===== src/rtl/rv32i_instr_encoder_if.sv =====
// Handshake bundle for the RV32I instruction encoder: descriptor input
// channel, encoded word output channel, restart and illegal-descriptor status.
interface rv32i_instr_encoder_if #(
    parameter int ADDR_W = 10
);
    logic              restart;
    logic              in_valid;
    logic              in_ready;
    logic              in_itype;
    logic [3:0]        in_alu_op;
    logic [4:0]        in_rd;
    logic [4:0]        in_rs1;
    logic [4:0]        in_rs2;
    logic [11:0]       in_imm;
    logic              out_valid;
    logic              out_ready;
    logic [31:0]       out_instr;
    logic [ADDR_W-1:0] out_addr;
    logic              err_illegal;
    logic [7:0]        illegal_cnt;

    // Encoder side
    modport slave (
        input  restart, in_valid, in_itype, in_alu_op, in_rd, in_rs1, in_rs2,
               in_imm, out_ready,
        output in_ready, out_valid, out_instr, out_addr, err_illegal, illegal_cnt
    );

    // Producer / consumer side
    modport master (
        output restart, in_valid, in_itype, in_alu_op, in_rd, in_rs1, in_rs2,
               in_imm, out_ready,
        input  in_ready, out_valid, out_instr, out_addr, err_illegal, illegal_cnt
    );
endinterface


===== src/rtl/rv32i_instr_encoder.sv =====
// Streaming RV32I encoder: packs ALU-op descriptors into R-type / I-type ALU
// words, queues them in a small FIFO and emits them with a word address that
// advances by 4 per pop. Illegal descriptors are accepted but dropped.
module rv32i_instr_encoder #(
    parameter int DEPTH     = 4,
    parameter int ADDR_W    = 10,
    parameter int BASE_ADDR = 0
) (
    input logic                  clk,
    input logic                  rst_n,
    rv32i_instr_encoder_if.slave bus
);
    localparam int PW = $clog2(DEPTH);
    localparam logic [ADDR_W-1:0] BASE = ADDR_W'(BASE_ADDR);

    logic [DEPTH-1:0][31:0] mem_q, mem_d;
    logic [PW-1:0]          wr_ptr_q, wr_ptr_d, rd_ptr_q, rd_ptr_d;
    logic [PW:0]            cnt_q, cnt_d;
    logic [ADDR_W-1:0]      addr_q, addr_d;
    logic                   err_q, err_d;
    logic [7:0]             ill_cnt_q, ill_cnt_d;

    logic [31:0] word;
    logic        illegal;
    logic [2:0]  funct3;
    logic        is_shift;
    logic        alt;        // funct7 = 0100000 (sub / sra)
    logic [6:0]  funct7;
    logic        full, empty, accept, push, pop;

    // Combinational encode of the descriptor currently on the input
    always_comb begin
        funct3   = 3'b000;
        is_shift = 1'b0;
        alt      = 1'b0;
        illegal  = 1'b0;
        case (bus.in_alu_op)
            4'b0000: funct3 = 3'b000;
            4'b0001: begin funct3 = 3'b000; alt = 1'b1; end
            4'b0010: begin funct3 = 3'b001; is_shift = 1'b1; end
            4'b0011: funct3 = 3'b010;
            4'b0100: funct3 = 3'b011;
            4'b0101: funct3 = 3'b100;
            4'b0110: begin funct3 = 3'b101; is_shift = 1'b1; end
            4'b0111: begin funct3 = 3'b101; is_shift = 1'b1; alt = 1'b1; end
            4'b1000: funct3 = 3'b110;
            4'b1001: funct3 = 3'b111;
            default: illegal = 1'b1;
        endcase
        // There is no subtract-immediate in RV32I
        if (bus.in_itype && bus.in_alu_op == 4'b0001)
            illegal = 1'b1;
        funct7 = alt ? 7'b0100000 : 7'b0000000;
        if (!bus.in_itype)
            word = {funct7, bus.in_rs2, bus.in_rs1, funct3, bus.in_rd, 7'b0110011};
        else if (is_shift)
            word = {funct7, bus.in_imm[4:0], bus.in_rs1, funct3, bus.in_rd, 7'b0010011};
        else
            word = {bus.in_imm, bus.in_rs1, funct3, bus.in_rd, 7'b0010011};
    end

    assign full   = (cnt_q == (PW+1)'(DEPTH));
    assign empty  = (cnt_q == '0);
    assign accept = bus.in_valid && bus.in_ready;
    assign push   = accept && !illegal;
    assign pop    = !empty && bus.out_ready;

    assign bus.in_ready    = !full && !bus.restart;
    assign bus.out_valid   = !empty;
    assign bus.out_instr   = mem_q[rd_ptr_q];
    assign bus.out_addr    = addr_q;
    assign bus.err_illegal = err_q;
    assign bus.illegal_cnt = ill_cnt_q;

    // Next-state for FIFO, address counter and illegal-descriptor status
    always_comb begin
        mem_d     = mem_q;
        wr_ptr_d  = wr_ptr_q;
        rd_ptr_d  = rd_ptr_q;
        cnt_d     = cnt_q;
        addr_d    = addr_q;
        err_d     = accept && illegal;
        ill_cnt_d = ill_cnt_q;
        if (accept && illegal && ill_cnt_q != 8'hFF)
            ill_cnt_d = ill_cnt_q + 8'd1;
        if (bus.restart) begin
            // Flush drops any same-cycle pop; accept is already blocked
            wr_ptr_d = '0;
            rd_ptr_d = '0;
            cnt_d    = '0;
            addr_d   = BASE;
        end else begin
            if (push) begin
                mem_d[wr_ptr_q] = word;
                wr_ptr_d        = wr_ptr_q + PW'(1);
            end
            if (pop) begin
                rd_ptr_d = rd_ptr_q + PW'(1);
                addr_d   = addr_q + ADDR_W'(4);
            end
            cnt_d = cnt_q + (PW+1)'(push) - (PW+1)'(pop);
        end
    end

    // State registers
    always_ff @(posedge clk or negedge rst_n) begin
        if (!rst_n) begin
            mem_q     <= '0;
            wr_ptr_q  <= '0;
            rd_ptr_q  <= '0;
            cnt_q     <= '0;
            addr_q    <= BASE;
            err_q     <= 1'b0;
            ill_cnt_q <= '0;
        end else begin
            mem_q     <= mem_d;
            wr_ptr_q  <= wr_ptr_d;
            rd_ptr_q  <= rd_ptr_d;
            cnt_q     <= cnt_d;
            addr_q    <= addr_d;
            err_q     <= err_d;
            ill_cnt_q <= ill_cnt_d;
        end
    end
endmodule

===== src/flat_wrapper.sv =====
// flat-port wrapper written by rule: the top's interface ports become plain ports
module rv32i_instr_encoder_flat 
#(
    parameter int DEPTH     = 4,
    parameter int ADDR_W    = 10,
    parameter int BASE_ADDR = 0
)
  (clk, rst_n, bus_restart, bus_in_valid, bus_in_itype, bus_in_alu_op, bus_in_rd, bus_in_rs1, bus_in_rs2, bus_in_imm, bus_out_ready, bus_in_ready, bus_out_valid, bus_out_instr, bus_out_addr, bus_err_illegal, bus_illegal_cnt);
  rv32i_instr_encoder_if #(.ADDR_W(ADDR_W)) bus_i ();
  input logic clk;
  input logic rst_n;
  input wire logic [$bits(bus_i.restart)-1:0] bus_restart;
  input wire logic [$bits(bus_i.in_valid)-1:0] bus_in_valid;
  input wire logic [$bits(bus_i.in_itype)-1:0] bus_in_itype;
  input wire logic [$bits(bus_i.in_alu_op)-1:0] bus_in_alu_op;
  input wire logic [$bits(bus_i.in_rd)-1:0] bus_in_rd;
  input wire logic [$bits(bus_i.in_rs1)-1:0] bus_in_rs1;
  input wire logic [$bits(bus_i.in_rs2)-1:0] bus_in_rs2;
  input wire logic [$bits(bus_i.in_imm)-1:0] bus_in_imm;
  input wire logic [$bits(bus_i.out_ready)-1:0] bus_out_ready;
  output wire logic [$bits(bus_i.in_ready)-1:0] bus_in_ready;
  output wire logic [$bits(bus_i.out_valid)-1:0] bus_out_valid;
  output wire logic [$bits(bus_i.out_instr)-1:0] bus_out_instr;
  output wire logic [$bits(bus_i.out_addr)-1:0] bus_out_addr;
  output wire logic [$bits(bus_i.err_illegal)-1:0] bus_err_illegal;
  output wire logic [$bits(bus_i.illegal_cnt)-1:0] bus_illegal_cnt;
  assign bus_i.restart = bus_restart;
  assign bus_i.in_valid = bus_in_valid;
  assign bus_i.in_itype = bus_in_itype;
  assign bus_i.in_alu_op = bus_in_alu_op;
  assign bus_i.in_rd = bus_in_rd;
  assign bus_i.in_rs1 = bus_in_rs1;
  assign bus_i.in_rs2 = bus_in_rs2;
  assign bus_i.in_imm = bus_in_imm;
  assign bus_i.out_ready = bus_out_ready;
  assign bus_in_ready = bus_i.in_ready;
  assign bus_out_valid = bus_i.out_valid;
  assign bus_out_instr = bus_i.out_instr;
  assign bus_out_addr = bus_i.out_addr;
  assign bus_err_illegal = bus_i.err_illegal;
  assign bus_illegal_cnt = bus_i.illegal_cnt;
  rv32i_instr_encoder #(.DEPTH(DEPTH), .ADDR_W(ADDR_W), .BASE_ADDR(BASE_ADDR)) u_core (.clk(clk), .rst_n(rst_n), .bus(bus_i));
endmodule

===== config.mk =====
export PLATFORM = sky130hd
export DESIGN_NAME = rv32i_instr_encoder_flat
export DESIGN_NICKNAME = d
export VERILOG_FILES = /design/src/rtl/rv32i_instr_encoder_if.sv /design/src/rtl/rv32i_instr_encoder.sv /design/src/flat_wrapper.sv
export SDC_FILE = /design/constraint.sdc
export NUM_CORES = 1
export LEC_CHECK = 0
export BUFFER_PORTS_ARGS = -buffer_cell sky130_fd_sc_hd__buf_4
export CAP_MARGIN = 20
export CORE_MARGIN = 8
export CORE_UTILIZATION = 35
export CTS_BUF_LIST = sky130_fd_sc_hd__clkbuf_8 sky130_fd_sc_hd__clkbuf_16
export DETAILED_ROUTE_END_ITERATION = 8
export GPL_TIMING_DRIVEN = 0
export PLACE_DENSITY = 0.61
export SLEW_MARGIN = 20
export SYNTH_ARGS = -nofsm -noshare
export SYNTH_HDL_FRONTEND = slang
export SYNTH_SLANG_ARGS = --single-unit

===== constraint.sdc =====
create_clock -name clk -period 3.38 [get_ports clk]
set_input_delay 0.676 -clock clk [delete_from_list [all_inputs] [get_ports clk]]
set_output_delay 0.676 -clock clk [all_outputs]
set_load 0.1 [all_outputs]

* Yosys cells after proc, flatten, opt, wreduce, memory -nomap -nowiden *
Index checks and enable logic that the tools add are counted.

storage, ports and cells
  register bits = 154

cells by class
  $add $sub $neg = 6
  magnitude comparators = 3
  equality and inequality tests = 11
  multiplexer cells = 20
  bitwise logic cells = 1
  reductions and logical operators = 21

operators by type and width
  kind                                                  number
  bitwise mux 128 bit                                   1
  two-way mux 32 bit                                    4
  binary-select mux 32 bit (select 2 bit)               1
  demux 32 bit (select 2 bit)                           1
  case mux 3 bit (7 select lines)                       1
  two-way mux 10 bit                                    2
  equality test 4 x 3 -> 1 bit (second input constant)  4
  adder 10 x 3 -> 10 bit (second input constant)        1
  OR reduction 10 bit                                   1
  adder 8 x 1 -> 8 bit (second input constant)          1
  equality test 4 x 2 -> 1 bit (second input constant)  2
  equality test 4 bit (second input constant)           2
  logical AND 1 bit                                     8
  two-way mux 2 bit                                     4
  inequality test 8 bit (second input constant)         1
  < comparator 2 x 3 -> 1 bit (second input constant)   2
  two-way mux 6 bit                                     1
  adder 2 x 1 -> 2 bit (second input constant)          2
  equality test 4 x 1 -> 1 bit (second input constant)  1
  logical NOT 1 bit                                     4
  logical NOT 4 bit                                     1
  two-way mux 1 bit                                     4
  nonzero test 2 bit                                    2
  OR reduction 2 bit                                    2
  9 further kinds                                       9

* Logic depth before layout (Yosys ltp) *
Gate-level depths: netlist of the first run.

  depth in word-level cells = 9
  mapped depth = 10
  depth with buffers taken out = 9

* Least setup slack after synthesis of the first run *
Ideal clock, no wire load.

  kind = input-to-output
  start point = input port bus_restart
  end point = output port bus_in_ready
  arrival time = 2.288 ns
  path slack = 0.416 ns
  stages on the path = 2
  path buffers = 1
  cells stage by stage = buf_2 -> a21oi_1

between the ends
  cells in the longest elaborated chain, start to end = 2

RTL lines
  element            RTL line                   source
  from (decl)        flat_wrapper.sv:12         input wire logic [$bits(bus_i.restart)-1:0] bus_restart;
  logical NOT 1 bit  rv32i_instr_encoder.sv:68  assign bus.in_ready = !full && !bus.restart;
  logical AND 1 bit  rv32i_instr_encoder.sv:68
  to (decl)          flat_wrapper.sv:21         output wire logic [$bits(bus_i.in_ready)-1:0] bus_in_ready;

Every way passes these cells.

* Worst setup path after layout of the first run *
  start point = register u_core.rd_ptr_q[1]
  end point = output port bus_out_instr[17]

between the ends
  cells in the longest elaborated chain, start to end = 2

RTL lines
  element                                   RTL line                    source
  from (decl)                               rv32i_instr_encoder.sv:17   logic [PW-1:0] wr_ptr_q, wr_ptr_d, rd_ptr_q, rd_ptr_d;
  from (signal assigned)                    rv32i_instr_encoder.sv:118  rd_ptr_q <= rd_ptr_d;
  binary-select mux 32 bit (select 2 bit)   rv32i_instr_encoder.sv:70   assign bus.out_instr = mem_q[rd_ptr_q];
  two-way mux 32 bit (implied by the code)  rv32i_instr_encoder.sv:70
  to (decl)                                 flat_wrapper.sv:23          output wire logic [$bits(bus_i.out_instr)-1:0] bus_out_instr;

Every way passes these cells. The select of a mux whose other input is x is not followed.

==> results of run 1 <==
sequential cells by signal, summed over array words and instances (netlist names):
signal	cells
u_core.mem_q	108
u_core.bus.illegal_cnt	8
u_core.bus.out_addr	8
u_core.cnt_q	3
u_core.rd_ptr_q	2
u_core.wr_ptr_q	2
u_core.bus.err_illegal	1
report_power, final:
group          internal [mW]  switching (mW)  total (mW)  leakage [nW]
logic                   1.04            2.52        3.55          1.68
clock network           1.04           0.622        1.66         0.281
registers               1.95           0.219        2.16          1.75
final timing paths:
kind | end | start | slack, ns
min in group clk | u_core.mem_q[4] | u_core.mem_q[4] | 0.46
worst max register to register | u_core.cnt_q[2] | u_core.cnt_q[1] | 1.00
worst max-delay path | bus_out_instr[17] | u_core.rd_ptr_q[1] | 0.14
worst min-delay path | u_core.mem_q[125] | rst_n | 0.19
worst min register to register | u_core.mem_q[4] | u_core.mem_q[4] | 0.46
max in group asynchronous | u_core.mem_q[50] | rst_n | 2.46
layer usage:
metal | vias to the layer above | share of wire
met5 | - | 0
li1 | 1723 | -
met3 | 9 | 0.063
met2 | 95 | 0.48
met1 | 1933 | 0.44
met4 | 0 | 0.0084
Yosys cell counts:
library cell and count:
a21oi_1 5, a21oi_2 2, a32oi_1 1, and2_1 7, and2b_1 1, and3_1 3, and3b_1 1, and4_1 2
buf_1 1, buf_2 9, buf_4 7, buf_6 9, clkbuf_1 5, conb_1 1, dfrtp_1 132, fa_1 1
ha_1 8, inv_1 6, mux2_1 1, mux2_2 82, mux2_4 20, mux2i_1 2, mux4_2 27, nand2_1 14
nand2b_1 7, nand3_1 3, nand3_2 4, nand4_1 6, nor2_1 17, nor2b_1 2, nor3b_1 1, nor4b_2 1
o21a_1 1, o21ai_0 11, o21bai_1 1, o22ai_1 1, o31a_1 2, or3_1 1, xnor2_1 11, xor2_1 8
kinds of logic after synthesis:
group,share of synthesized area
flops,0.5297
other cells,0.0006013
xor+xnor,0.02669
fa+ha+maj,0.01926
mux,0.2988
simple gates,0.06260
buf+inv,0.03912
compound gates,0.02328
worst max-delay path: stages (launching register included):
cell and delay (ns):
dfrtp_1 0.32, clkbuf_1 0.51, buf_1 0.61, mux4_2 0.45
buf_4 0.26
cell type report:
type | count | area, um2
inverters | 6 | 22.52
plain buffers | 31 | 221.5
fillers | 1635 | 9997
clock inverters | 9 | 66.31
clock buffers | 20 | 466.7
repair buffers | 83 | 650.6
well taps | 229 | 286.5
multi-input cells | 259 | 2704
flip-flops and latches | 132 | 3303
==> qor.txt, run 1 <==
Detail Placement HPWL = 9613 um
Vias in the first global route = 4201
# clock sinks = 132
P_leak = 3.714 nW
Post CTS Setup Buffer Count = 0
Final Hold Fails = 0
Total die area = 0.02234 mm2
CTS tree = yes
Total Power = 7.380 mW
Clk buf depth = 2
H-tree depth = 4
Starting DRC count in detailed routing = 145
Slew @ Worst Pin = 0.8882 ns
PortBufs = 82
Finished Layout Cells = 769
Final design utilization = 0.4358
Post-CTS Hold Buffers = 0
Gr ovfl total = 0
Flops & latches, synth = 132
Placed Area = 0.007188 mm2
Most common cell after layout, fill and taps aside = dfrtp_1
Total of warnings raised by yosys = 0
First-pass GRT wire length = 22690 um
Cts bufs inserted = 17
Post-route ant nets = 0
RSZ-0062 raised after global routing = false
Syn-to-layout area delta = 23.82%
Initial Utilization = 0.3520
CTS root buf = clkbuf_16
Initial antenna violation count = 0
Clock Skew = 0.009783 ns
CP Launch Type = flop
Final WS setup = 0.1431 ns
Power per cell area = 955.8 mW/mm2
Grt peak-use layer = met2
FP Rows = 49
Final Instance Area = 0.007721 mm2
Critical Path AT = 2.56 ns
DR WL/cell = 17.87 um
Share of post-route cells with drive strength above 1 = 0.5000
Crit Path Max Fanout = 10
Placed cell count = 740
Overall Global Routing Usage = 0.1320
Synthesized area = 0.006236 mm2
Reg clk slew, reported paths = 0.05 ns
Drt drc = 0
Cell taking the most area after synthesis = dfrtp_1
Setup TNS = 0 ns
Die X = 149.5 um
Status = finished, final reports clean
DR pass1 iterations = 4
Clock latency on the worst-skew pair = 0.41 ns
Max-slew headroom = 0.4079
M3 GR Usage = 0.04717
Via count = 3760
VDD IR max = 774.4 uV
CP Class = flop to output pin
CTS resizes = 0
Via density = 4.889
Most frequent cells in the layout = dfrtp_1 (132), buf_4 (88), mux2_2 (82)
Tmin final = 3.237 ns
Top post-synthesis cells by area = dfrtp_1 (53%), mux2_2 (15%), mux4_2 (9.8%)
Worst hold slack = 0.1948 ns
CP Data Required Time = 2.70 ns
I/O pin total = 90
Pin count of the biggest net entering global routing = 77
Slew Limit Fails = 0
Die Span Y = 149.5 um
Seq/Total Area, Yosys = 0.5297
Yosys top cell area share = 0.5297
Hold Path Class = input pin to async pin
Core area = 0.01772 mm2
M2 GR Usage = 0.2061
NumNets Final = 576
Max cap viols = 0
Post-Syn Instances = 424
Final-report setup violation count = 0
Post-synth cell types = 40
Crit. End Element = output pin
Fmax = 308.9 MHz
Pre-CTS WS = 0.5125 ns
Diode count = 0
Syn avg cell area = 14.71 um2
Final period utilization = 0.9577
Routed wire length = 13740 um
Met1 Track Usage GR = 0.1688
R2R depth = 10
RD Place Congestion = 0.7115
(Power assumes the default switching activity.)
==> run 2, diff against run 1 <==
Settings changed: ABC_AREA from default to 1.
==> run 2 against run 1 <==
Compared with the run above:
- worst hold slack lost 0.0040 ns
- combinational power grew 11%
- largest power group unchanged
- global-route usage grew 4.7 points
- critical path type unchanged
- critical endpoint is now bus_out_instr[30]
- synthesized cell count grew 100%
- count of clock-buffer cells in the layout grew 2
==> qor.txt, run 2 <==
Hold Path Class = input pin to async pin
I/O pin total = 90
Final Instance Area = 0.008189 mm2
First-pass GRT wire length = 32910 um
R2R Path Start = u_core.cnt_q[1]
Post-CTS Hold Buffers = 0
Total die area = 0.02347 mm2
Max-slew headroom = 0.4989
RR Endpoint = u_core.cnt_q[2]
Via count = 6033
Crit path to = bus_out_instr[30]
FP Rows = 50
Core area = 0.01858 mm2
Diode count = 0
Clock Skew = 0.006924 ns
Cts bufs inserted = 17
Pin count of the biggest net entering global routing = 76
DR top layer = met4
Most frequent cells in the layout = nand2_1 (283), nand3_1 (134), dfrtp_1 (132)
Post CTS Setup Buffer Count = 0
Crit. End Element = output pin
Reg clk slew, reported paths = 0.06 ns
Syn avg cell area = 7.735 um2
Final period utilization = 0.9358
Slew Limit Fails = 0
Overall Global Routing Usage = 0.1789
Post-synth cell types = 26
Finished Layout Cells = 1206
Flops & latches, synth = 132
# clock sinks = 132
R2R depth = 11
Critical Path AT = 2.49 ns
Vias in the first global route = 5936
Max cap viols = 0
CTS root buf = clkbuf_16
P_leak = 4.453 nW
Syn-to-layout area delta = 24.26%
WL met2 = 9243 um
Clock latency on the worst-skew pair = 0.42 ns
NumNets Final = 1005
M1 wire length = 9345 um
Top FF cell, synth = dfrtp_1
Top post-synthesis cells by area = dfrtp_1 (50%), nand2_1 (16%), nand3_1 (10%)
Die X = 153.2 um
Final WS setup = 0.2169 ns
Crit Path Max Fanout = 10
Total Power = 8.044 mW
PortBufs = 83
Initial Utilization = 0.3547
RSZ-0062 raised after global routing = false
Fmax = 316.1 MHz
Die Span Y = 153.2 um
Via density = 5.002
Share of synthesized registers carrying an async set or reset = 1.000
Most common cell after layout, fill and taps aside = nand2_1
Placed Area = 0.007560 mm2
Worst setup path start = u_core.rd_ptr_q[0]
Final Hold Fails = 0
H-tree depth = 4
Tmin final = 3.163 ns
VDD IR max = 699.4 uV
Share of post-route cells with drive strength above 1 = 0.1564
Routed wire length = 20470 um
Clk buf depth = 2
Pre-CTS WS = 0.4124 ns
Total of warnings raised by yosys = 0
Final-report setup violation count = 0
Power per cell area = 982.3 mW/mm2
DR pass1 iterations = 5
Peak per-stage delay on the critical path = 0.36 ns
Synthesized area = 0.006590 mm2
Initial antenna violation count = 0
Gr ovfl total = 0
CTS tree = yes
Setup TNS = 0 ns
Starting DRC count in detailed routing = 586
Status = finished, final reports clean
Slew @ Worst Pin = 0.7438 ns
CP Class = flop to output pin
Metal3 WL = 1558 um
CP Data Required Time = 2.70 ns
Seq/Total Area, Yosys = 0.5012
Flop-to-flop setup slack = 1.02 ns
Max reg flops = 108
Reg with most FFs = u_core.mem_q
EDFF count, synth = 0
Placed cell count = 1174
Cell taking the most area after synthesis = dfrtp_1
Crit-path slowest cell = buf_4
RD Place Congestion = 0.8190
DR WL/cell = 16.97 um
Detail Placement HPWL = 13930 um
Critical path cell sequence = clkbuf_1 -> inv_1 -> buf_2 -> clkbuf_2 -> nor2_1 -> o22ai_1 -> buf_4
Most instantiated cells after synthesis = nand2_1 (283), nand3_1 (134), dfrtp_1 (132)
CP Launch Type = flop
Drt drc = 0
Yosys top cell area share = 0.5012
Post-route ant nets = 0
Most frequent cell after synthesis = nand2_1
Post-Syn Instances = 852
[run 2: cell types whose count changed after synthesis, sizes merged, moves of 27 or more]
cell | previous run | this run
nand3 | 7 | 134
mux2 | 103 | 0
mux4 | 27 | 0
o21ai | 11 | 63
nand2 | 14 | 286
inv | 6 | 39
nor2 | 17 | 79
[run 2: area by class of cell]
type                            instances  area [um2]
Clock buffer                           22       494.2
Multi-Input combinational cell        625        2838
Buffer                                 59       324.1
Timing Repair Buffer                   84       658.1
Tap cell                              234       292.8
Clock inverter                         10       128.9
Fill cell                            1901       10390
Inverter                               40       150.1
Sequential cell                       132        3303
[run 2: worst min-delay path by stage]
stage,startpoint,endpoint,slack [ns],depth (start not counted)
after floorplan,rst_n,u_core.bus.err_illegal,0.38,0
after global placement,u_core.mem_q[36],u_core.mem_q[36],0.43,2
after detailed placement,u_core.mem_q[36],u_core.mem_q[36],0.44,2
after CTS,rst_n,u_core.bus.out_addr[9],0.19,1
after global routing,rst_n,u_core.bus.out_addr[9],0.21,1
final,rst_n,u_core.bus.out_addr[9],0.19,1
[run 2: where the power goes]
group | internal (mW) | leakage [nW] | total, mW | switching [mW]
logic | 0.829 | 2.38 | 3.94 | 3.11
clock network | 1.25 | 0.314 | 1.94 | 0.693
registers | 1.95 | 1.76 | 2.16 | 0.214
total | 4.03 | 4.45 | 8.04 | 4.02
[run 2: kinds of logic (layout without fill, tap and decap cells)]
kind of cell	count (synthesis)	count (layout)	share of synthesized area
simple gates	507	507	0.3214
flops	132	132	0.5012
compound gates	99	99	0.08088
buf+inv	99	215	0.07101
fa+ha+maj	9	9	0.01823
xor+xnor	5	5	0.006646
other cells	1	5	0.0005690
[run 2: what timing repair did]
action                                 in CTS  in global routing
gates cloned                                0                  0
endpoints found under the hold margin       0                  0
setup endpoints to repair                   4                 22
resized for setup                           1                  8
[run 2: per-layer routing]
layer	track usage	up-vias
met4	0.06550	0
met2	0.2722	187
met3	0.04990	23
met1	0.2384	2844
met5	0	-
li1	-	2979
[run 2: worst max-delay path: cells and delay by family, from the launching register on]
family	cells	cell delay, ns
buf+inv	5	1.33
simple gates	1	0.07
flops	1	0.35
compound gates	1	0.30
[run 2: through the flow]
stage | hold slack, ns | utilization
2_1_floorplan | 0.3804 | -
3_3_place_gp | 0.4349 | 0.4050
3_5_place_dp | 0.4420 | 0.4069
4_1_cts | 0.1932 | 0.4405
5_1_grt | 0.2098 | 0.4407
6_report | 0.1908 | 0.4407
==> run 3, diff against run 2 <==
==> constraint.sdc (replaced) <==
create_clock -name clk -period 3.38 [get_ports clk]
set_input_delay 0.338 -clock clk [delete_from_list [all_inputs] [get_ports clk]]
set_output_delay 0.338 -clock clk [all_outputs]
set_load 0.1 [all_outputs]
==> run 3 against run 2 <==
Compared with the run above:
- routed wire length grew 0.35%
- critical path depth is the same
- cell area is essentially flat
- clock power is essentially flat
- non-clock buffer count grew 1
- critical endpoint is now bus_out_instr[26]
- clock skew is essentially flat
- die area is the same
- flip-flop and latch count is the same
- fmax grew 2.7%
- combinational power is essentially flat
- largest power group unchanged
- first-iteration DRC count grew 3.2%
- worst setup slack gained 0.083 ns
==> qor.txt, run 3 (synthesis gave the netlist of run 2 again) <==
Cts bufs inserted = 17
Initial antenna violation count = 0
Worst hold slack = 0.1085 ns
Crit Path Max Fanout = 10
Final-report setup violation count = 0
Gr ovfl total = 0
Flop pwr share = 0.269
R2R Path Start = u_core.cnt_q[1]
Setup TNS = 0 ns
Post-CTS Hold Buffers = 1
Clk buf depth = 2
Critical path cell sequence = clkbuf_1 -> inv_1 -> clkbuf_1 -> clkbuf_1 -> o21ai_0 -> o22ai_1 -> buf_4
Overall Global Routing Usage = 0.1789
Die Span Y = 153.2 um
Via density = 5.048
Starting DRC count in detailed routing = 605
Clock latency on the worst-skew pair = 0.42 ns
Hold path cells = 2
Post-route ant nets = 0
RD Place Congestion = 0.8190
Diode count = 0
Post CTS Setup Buffer Count = 0
PortBufs = 83
DR WL/cell = 17.02 um
Pin count of the biggest net entering global routing = 76
Hold Crit Start = bus_restart
Final Hold Fails = 0
Peak per-stage delay on the critical path = 0.42 ns
Max-slew headroom = 0.4960
Final period utilization = 0.9112
Drt drc = 0
Multi-input gate area in the final layout = 0.002838 mm2
Detail Placement HPWL = 13930 um
First-pass GRT wire length = 32910 um
Tmin final = 3.080 ns
# clock sinks = 132
FP Rows = 50
Crit. End Element = output pin
Die X = 153.2 um
RR Endpoint = u_core.cnt_q[2]
Max reg flops = 108
Max cap viols = 0
DR pass1 iterations = 5
Comb power frac = 0.490
Clk pwr share = 0.241
Slew @ Worst Pin = 0.7481 ns
CP Data Required Time = 3.04 ns
Crit-path slowest cell = clkbuf_1
Fmax = 324.7 MHz
Routed wire length = 20540 um
CP Launch Type = flop
Slew Limit Fails = 0
Flop-to-flop setup slack = 1.02 ns
R2R depth = 11
Worst hold path endpoint = u_core.rd_ptr_q[1]
Syn-to-layout area delta = 24.32%
FILL cells = 1898
Switching pwr = 4.016 mW
RSZ-0062 raised after global routing = false
Reg with most FFs = u_core.mem_q
I/O pin total = 90
Initial Utilization = 0.3547
Total die area = 0.02347 mm2
CTS tree = yes
Vias in the first global route = 5936
Clock Skew = 0.006647 ns
Hold Path Class = input pin to flop
NumNets Final = 1006
CTS resizes = 0
Via count = 6093
Reg clk slew, reported paths = 0.06 ns
Critical Path AT = 2.74 ns
Register area = 0.003303 mm2
H-tree depth = 4
CP Class = flop to output pin
Share of post-route cells with drive strength above 1 = 0.1511
Most frequent cells in the layout = nand2_1 (283), nand3_1 (134), dfrtp_1 (132)
VDD IR max = 699.8 uV
Sw Share = 0.4995
Power per cell area = 981.4 mW/mm2
Most common cell after layout, fill and taps aside = nand2_1
Int Power = 4.024 mW
CTS root buf = clkbuf_16
P_leak = 4.444 nW
Status = finished, final reports clean
Most frequent CP cell = clkbuf_1
Core area = 0.01858 mm2
==> run 3: cell types whose count changed in the layout (fill, tap and decap cells not counted), sizes merged <==
cell,change
dlygate4sd3,+1
==> run 3: metal layers <==
metal | part of all wire | up-vias | track usage
met5 | 0 | - | 0
met4 | 0.014 | 0 | 0.06550
met3 | 0.080 | 20 | 0.04990
met2 | 0.46 | 209 | 0.2722
met1 | 0.45 | 2878 | 0.2384
li1 | - | 2986 | -
==> run 3: area by class of cell <==
cell class | count | share of cell area
flip-flops and latches | 132 | 0.4032
multi-input cells | 625 | 0.3464
repair buffers | 85 | 0.08155
clock buffers | 22 | 0.06032
plain buffers | 59 | 0.03879
well taps | 234 | 0.03574
inverters | 40 | 0.01833
clock inverters | 10 | 0.01573
==> run 3: worst max path at each step <==
stage / startpoint / endpoint / slack, ns / cells after the start
global route: u_core.rd_ptr_q[1] / bus_out_instr[22] / 0.06 / 7
detailed placement: u_core.rd_ptr_q[1] / bus_out_instr[26] / 0.75 / 7
finish: u_core.rd_ptr_q[1] / bus_out_instr[26] / 0.30 / 7
global placement: u_core.rd_ptr_q[1] / bus_out_instr[18] / 0.77 / 7
floorplan: u_core.rd_ptr_q[0] / bus_out_instr[25] / 0.43 / 6
CTS: u_core.rd_ptr_q[1] / bus_out_instr[26] / 0.29 / 7
==> run 3: critical path, delay by kind of cell, from the launching register on <==
kind | cells | cell delay [ns]
compound gates | 2 | 0.39
buf+inv | 5 | 1.56
flops | 1 | 0.36
==> run 3: per-stage QoR <==
step                cell area [um2]  total power [mW]  std cells  worst slack (ns)  utilization
CTS                            8193             8.088       1207            0.2921       0.4409
detailed placement             7560             6.133       1174            0.7504       0.4069
global placement               7525             6.097       1173            0.7735       0.4050
global route                   8193             8.422       1207           0.06376       0.4409
finish                         8193             8.040       1207            0.3003       0.4409
floorplan                      6609             5.182        856            0.4276            -
==> run 3: power groups by stage <==
stage	logic (mW)	registers [mW]	clock network, mW
2_1_floorplan	2.84	2.34	0
3_3_place_gp	3.93	2.17	0
3_5_place_dp	3.95	2.18	0
4_1_cts	3.96	2.16	1.96
5_1_grt	4.18	2.21	2.03
6_report	3.94	2.16	1.94
